<file path="config.mk">
export PLATFORM = sky130hd
export DESIGN_NAME = eca_column_streamer
export DESIGN_NICKNAME = d
export VERILOG_FILES = /design/src/rtl/eca_column_streamer.sv
export SDC_FILE = /design/constraint.sdc
export NUM_CORES = 1
export LEC_CHECK = 0
export CAP_MARGIN = 20
export CORE_MARGIN = 2
export CORE_UTILIZATION = 54
export CTS_CLUSTER_SIZE = 8
export DETAILED_ROUTE_END_ITERATION = 10
export HOLD_SLACK_MARGIN = 0.02
export PLACE_DENSITY = 0.82
export SETUP_SLACK_MARGIN = 0.4
export SYNTH_ARGS = -nofsm -noshare
export SYNTH_HDL_FRONTEND = slang
export SYNTH_SLANG_ARGS = --single-unit
</file>
<file path="constraint.sdc">
create_clock -name clk -period 10.5 [get_ports clk]
set_clock_uncertainty 0.2 [all_clocks]
set_input_delay 2.1 -clock clk [delete_from_list [all_inputs] [get_ports clk]]
set_output_delay 2.1 -clock clk [all_outputs]
set_load 0.01 [all_outputs]
</file>
<file path="src/rtl/eca_column_streamer.sv">
// Elementary cellular automaton row stepped once per cycle; the TAP column is
// packed into OUT_W-bit words and streamed out under valid/ready flow control.
module eca_column_streamer #(
  parameter int N     = 128,
  parameter int OUT_W = 32,
  parameter int CNT_W = 16,
  parameter int TAP   = N / 2,
  parameter int WRAP  = 1
) (
  input  logic             clk,
  input  logic             rst,
  input  logic             start,
  input  logic             abort,
  input  logic [N-1:0]     seed,
  input  logic [7:0]       rule,
  input  logic [CNT_W-1:0] warmup,
  input  logic [CNT_W-1:0] words,
  output logic             busy,
  output logic             done,
  output logic             out_valid,
  input  logic             out_ready,
  output logic [OUT_W-1:0] out_data,
  output logic [N-1:0]     state_row
);

  localparam int BCNT_W = (OUT_W > 1) ? $clog2(OUT_W) : 1;

  typedef enum logic [1:0] {IDLE, WARM, RUN, DRAIN} state_t;

  state_t            state;
  logic [7:0]        rule_q;
  logic [CNT_W-1:0]  warm_left;
  logic [CNT_W-1:0]  words_left;
  logic [BCNT_W-1:0] bcnt;
  logic [OUT_W-2:0]  acc;
  logic [N-1:0]      row;
  logic [N-1:0]      row_nxt;
  logic [N+1:0]      ext;
  logic [OUT_W-1:0]  word_nxt;
  logic              last_bit;
  logic              stall;
  logic              accept;

  // Row padded with its two out-of-range neighbours so every cell sees {left, centre, right}.
  always_comb begin
    // NOTE: every always_comb output gets a default first so no path can infer a latch.
    row_nxt = '0;
    ext = {(WRAP != 0) ? row[0] : 1'b0, row, (WRAP != 0) ? row[N-1] : 1'b0};
    for (int i = 0; i < N; i++) begin
      row_nxt[i] = rule_q[ext[i +: 3]];
    end
  end

  // Earlier column bits sit in acc with the earliest at the LSB; the live tap bit completes the word.
  assign word_nxt  = {row[TAP], acc};
  assign last_bit  = (bcnt == BCNT_W'(OUT_W - 1));
  assign stall     = out_valid & ~out_ready & last_bit;
  assign accept    = out_valid & out_ready;
  assign busy      = (state != IDLE);
  assign state_row = row;

  always_ff @(posedge clk or posedge rst) begin
    if (rst) begin
      state      <= IDLE;
      rule_q     <= '0;
      warm_left  <= '0;
      words_left <= '0;
      bcnt       <= '0;
      acc        <= '0;
      row        <= '0;
      out_data   <= '0;
      out_valid  <= 1'b0;
      done       <= 1'b0;
    end else begin
      // NOTE: sequential state uses non-blocking assignments so every register samples pre-edge values.
      done <= 1'b0;
      if (abort) begin
        state     <= IDLE;
        out_valid <= 1'b0;
      end else begin
        case (state)
          IDLE: begin
            if (start) begin
              row        <= seed;
              rule_q     <= rule;
              warm_left  <= warmup;
              words_left <= words;
              bcnt       <= '0;
              if (words == '0) begin
                done <= 1'b1;
              end else if (warmup == '0) begin
                state <= RUN;
              end else begin
                state <= WARM;
              end
            end
          end
          WARM: begin
            row       <= row_nxt;
            warm_left <= warm_left - CNT_W'(1);
            if (warm_left == CNT_W'(1)) state <= RUN;
          end
          RUN: begin
            if (accept) out_valid <= 1'b0;
            if (!stall) begin
              row <= row_nxt;
              acc <= word_nxt[OUT_W-1:1];
              if (last_bit) begin
                out_data   <= word_nxt;
                out_valid  <= 1'b1;
                bcnt       <= '0;
                words_left <= words_left - CNT_W'(1);
                if (words_left == CNT_W'(1)) state <= DRAIN;
              end else begin
                bcnt <= bcnt + BCNT_W'(1);
              end
            end
          end
          DRAIN: begin
            if (accept) begin
              out_valid <= 1'b0;
              done      <= 1'b1;
              state     <= IDLE;
            end
          end
          default: state <= IDLE;
        endcase
      end
    end
  end

endmodule

</file>
==> flow_summary.toml <==
[run_status]
status = "finished, final reports clean"

[yosys]
synth_cell_types = 58
synth.area.top_cells = "dfrtp_1 (32%), mux4_2 (31%), mux2_2 (7.3%), clkbuf_1 (4.3%), a21oi_1 (4.3%)"
yosysSeqAreaShare = 0.321
synth_xor_area_frac = 0.000935
syn_inst = 1639
ys_ff_latch = 240
synth.largest_area_cell = "dfrtp_1"
netlist_area_um2 = 18700
synth_compound_area_frac = 0.114
synth_top_family_by_area = "multiplexers"
yosys.area_share.simple = 0.0843
synthMuxAreaShare = 0.417
synthArstFlopShare = 1.00
syn-num-nets = 1822
synthAdderAreaFrac = 0.00668
avgSynthCellArea_um2 = 11.4
synth-main-ff-cell = "dfrtp_1"
synth_edf_count = 0
yosys_warnings = 0
synth_top_area_share = 0.321

[timing]
timing.final.crit_share = 0.510
drv_slew = 0
setup_tns_ps = 0
rsz0062_at_grt = "false"
finalHoldViolations = 0
timing.final.ws_setup_ps = 5150
setup_viol = 0
worst_slew_margin_rel = 0.0551
whs_ps = 287
period_needed_ps = 5350
fmax_mhz = 187
worst_pin_slew_ps = 1420

[finish]
instances_no_fill = 2244
final_common_cell = "clkdlybuf4s50_1"
fillers = 2489
layout_common_cells = "clkdlybuf4s50_1 (335), mux4_2 (256), dfrtp_1 (232)"
fin_util = 0.665
layout.nets = 1960
syn2layout_area_growth_pct = 22.0
postLayoutCellArea_um2 = 22900
multi_input_area_um2 = 11700
drive_gt1_frac = 0.256
seq_area_um2 = 6040

[clocking]
clk_latency_ps = 530
cts-buffers-inserted = 35
cts_sinks = 240
cts.hold.buffers_added = 0
cts_setup_buffers = 0
cts_max_path_buffers = 3
cts.clk_slew.worst_paths_ps = 50
h-tree-depth = 2
cts_tree = "built"
ctsResizeCount = 0
clock-root-buffer = "clkbuf_16"

[place]
dp.cells = 2194
place.gp.congestion = 0.853
dpl.hpwl_um = 32100
numPortBuffers = 335
placed_area_um2 = 21900
pre_cts_slack_ps = 4950

[floorplanning]
row_count = 68
die_x_um = 190
coreArea_um2 = 34400
initial_core_util = 0.545
die_y_um = 190
ios = 336
die_area_um2 = 36200

[detailed_routing]
vias_per_cell = 6.88
drt-initial-drc-count = 1539
ant_nets = 0
route.detailed.drc = 0
routed_wl_um = 53500
top_layer = "met4"
wl_met2_um = 26600
drt_pass1_iterations = 5
routedWlPerCell_um = 23.8
wl_met1_um = 20200
routed-wl-met3_um = 4780
dr_total_vias = 15400

[worst_setup_path]
cp-end-kind = "flop"
worstPathRequired_ps = 10660
crit_type = "input pin to flop"
start_kind = "input pin"
worstPathArrival_ps = 5510
crit_path_max_fanout = 233

[power]
power_density_nw_per_um2 = 330
max-vdd-ir-drop_v = 0.000176
finalPower_mw = 7.54
p_leak_nw = 8.56

[global_routing]
grt_usage = 0.292
grt_pass1_vias = 15200
antenna_found_initial = 5
grt_max_degree = 234
grt_pass1_wl_um = 84400
grt_overflow = 0

[hold_path]
hp-class = "flop to flop"

[flow_run]
maxCapViolations = 0
[critical path: stages]
cell and delay (ps):
clkdlybuf4s50_1 670, nor4_4 440, buf_12 410, nand2b_2 540, buf_4 470, o22ai_1 210
a21oi_1 70
[state kept, by name, summed over array words and instances (netlist names)]
register    count
out_data       32
state           2
warm_left      16
done            1
rule_q          8
acc            31
bcnt            5
state_row     128
words_left     16
out_valid       1
[power breakdown]
part           internal (mW)  switching, mW
sequential              1.25           1.04
clock                  0.602          0.423
combinational           2.68           1.54
[path summary, 6_finish.rpt]
kind / endpoint / from / slack [ps] / cells after the start
max: state_row[9]$_DFFE_PP0P_ / abort / 5150 / 7
max in group asynchronous: rule_q[6]$_DFFE_PP0P_ / rst / 6930 / 3
min: out_data[6]$_DFFE_PP0P_ / out_data[6]$_DFFE_PP0P_ / 290 / 1
min reg2reg: out_data[6]$_DFFE_PP0P_ / out_data[6]$_DFFE_PP0P_ / 290 / 1
max reg2reg: state_row[9]$_DFFE_PP0P_ / bcnt[0]$_DFFE_PP0P_ / 6270 / 10
min in group asynchronous: words_left[8]$_DFFE_PP0P_ / rst / 1890 / 2
[metal layers]
| layer | vias to the layer above | track usage |
|---|---|---|
| met3 | 112 | 0.0410 |
| met2 | 891 | 0.470 |
| met5 | - | 0 |
| met1 | 7821 | 0.407 |
| li1 | 6622 | - |
| met4 | 0 | 0.109 |
[layout make-up]
| cell class | count | area share |
|---|---|---|
| multi-input combinational | 1127 | 0.512 |
| sequential | 240 | 0.264 |
| timing repair buffer | 354 | 0.154 |
| clock buffer | 40 | 0.0391 |
| tap | 455 | 0.0249 |
| inverter | 19 | 0.00345 |
| clock inverter | 3 | 0.00213 |
| antenna | 6 | 0.000657 |
[cells in the mapped netlist (5+ instances only)]
| master | number |
|---|---|
| o22a_1 | 10 |
| o21a_1 | 6 |
| nand4b_1 | 5 |
| clkbuf_1 | 215 |
| ha_1 | 10 |
| nor4_1 | 11 |
| nand3_1 | 9 |
| nand3b_1 | 52 |
| mux2_2 | 122 |
| and3_1 | 6 |
| nand4_1 | 8 |
| nand2_1 | 60 |
| o22ai_1 | 74 |
| o21ai_0 | 92 |
| nor2_1 | 91 |
| a2bb2oi_1 | 8 |
| a31oi_1 | 6 |
| inv_1 | 17 |
| a21oi_1 | 160 |
| buf_2 | 28 |
| mux4_2 | 256 |
| nor3_1 | 13 |
| nand2b_1 | 16 |
| buf_1 | 10 |
| dfrtp_1 | 240 |
| mux2i_1 | 67 |
[cell families (layout without fill, tap and decap cells)]
group	Yosys count	in the layout
AO/OA/AOI/OAI	375	375
XOR/XNOR	2	2
adder cells (fa/ha/maj)	10	10
buffers and inverters	272	416
flip-flops	240	240
multiplexers	446	446
other	0	6
AND/OR/NAND/NOR	294	294
Power figures use the tool's default switching activity.
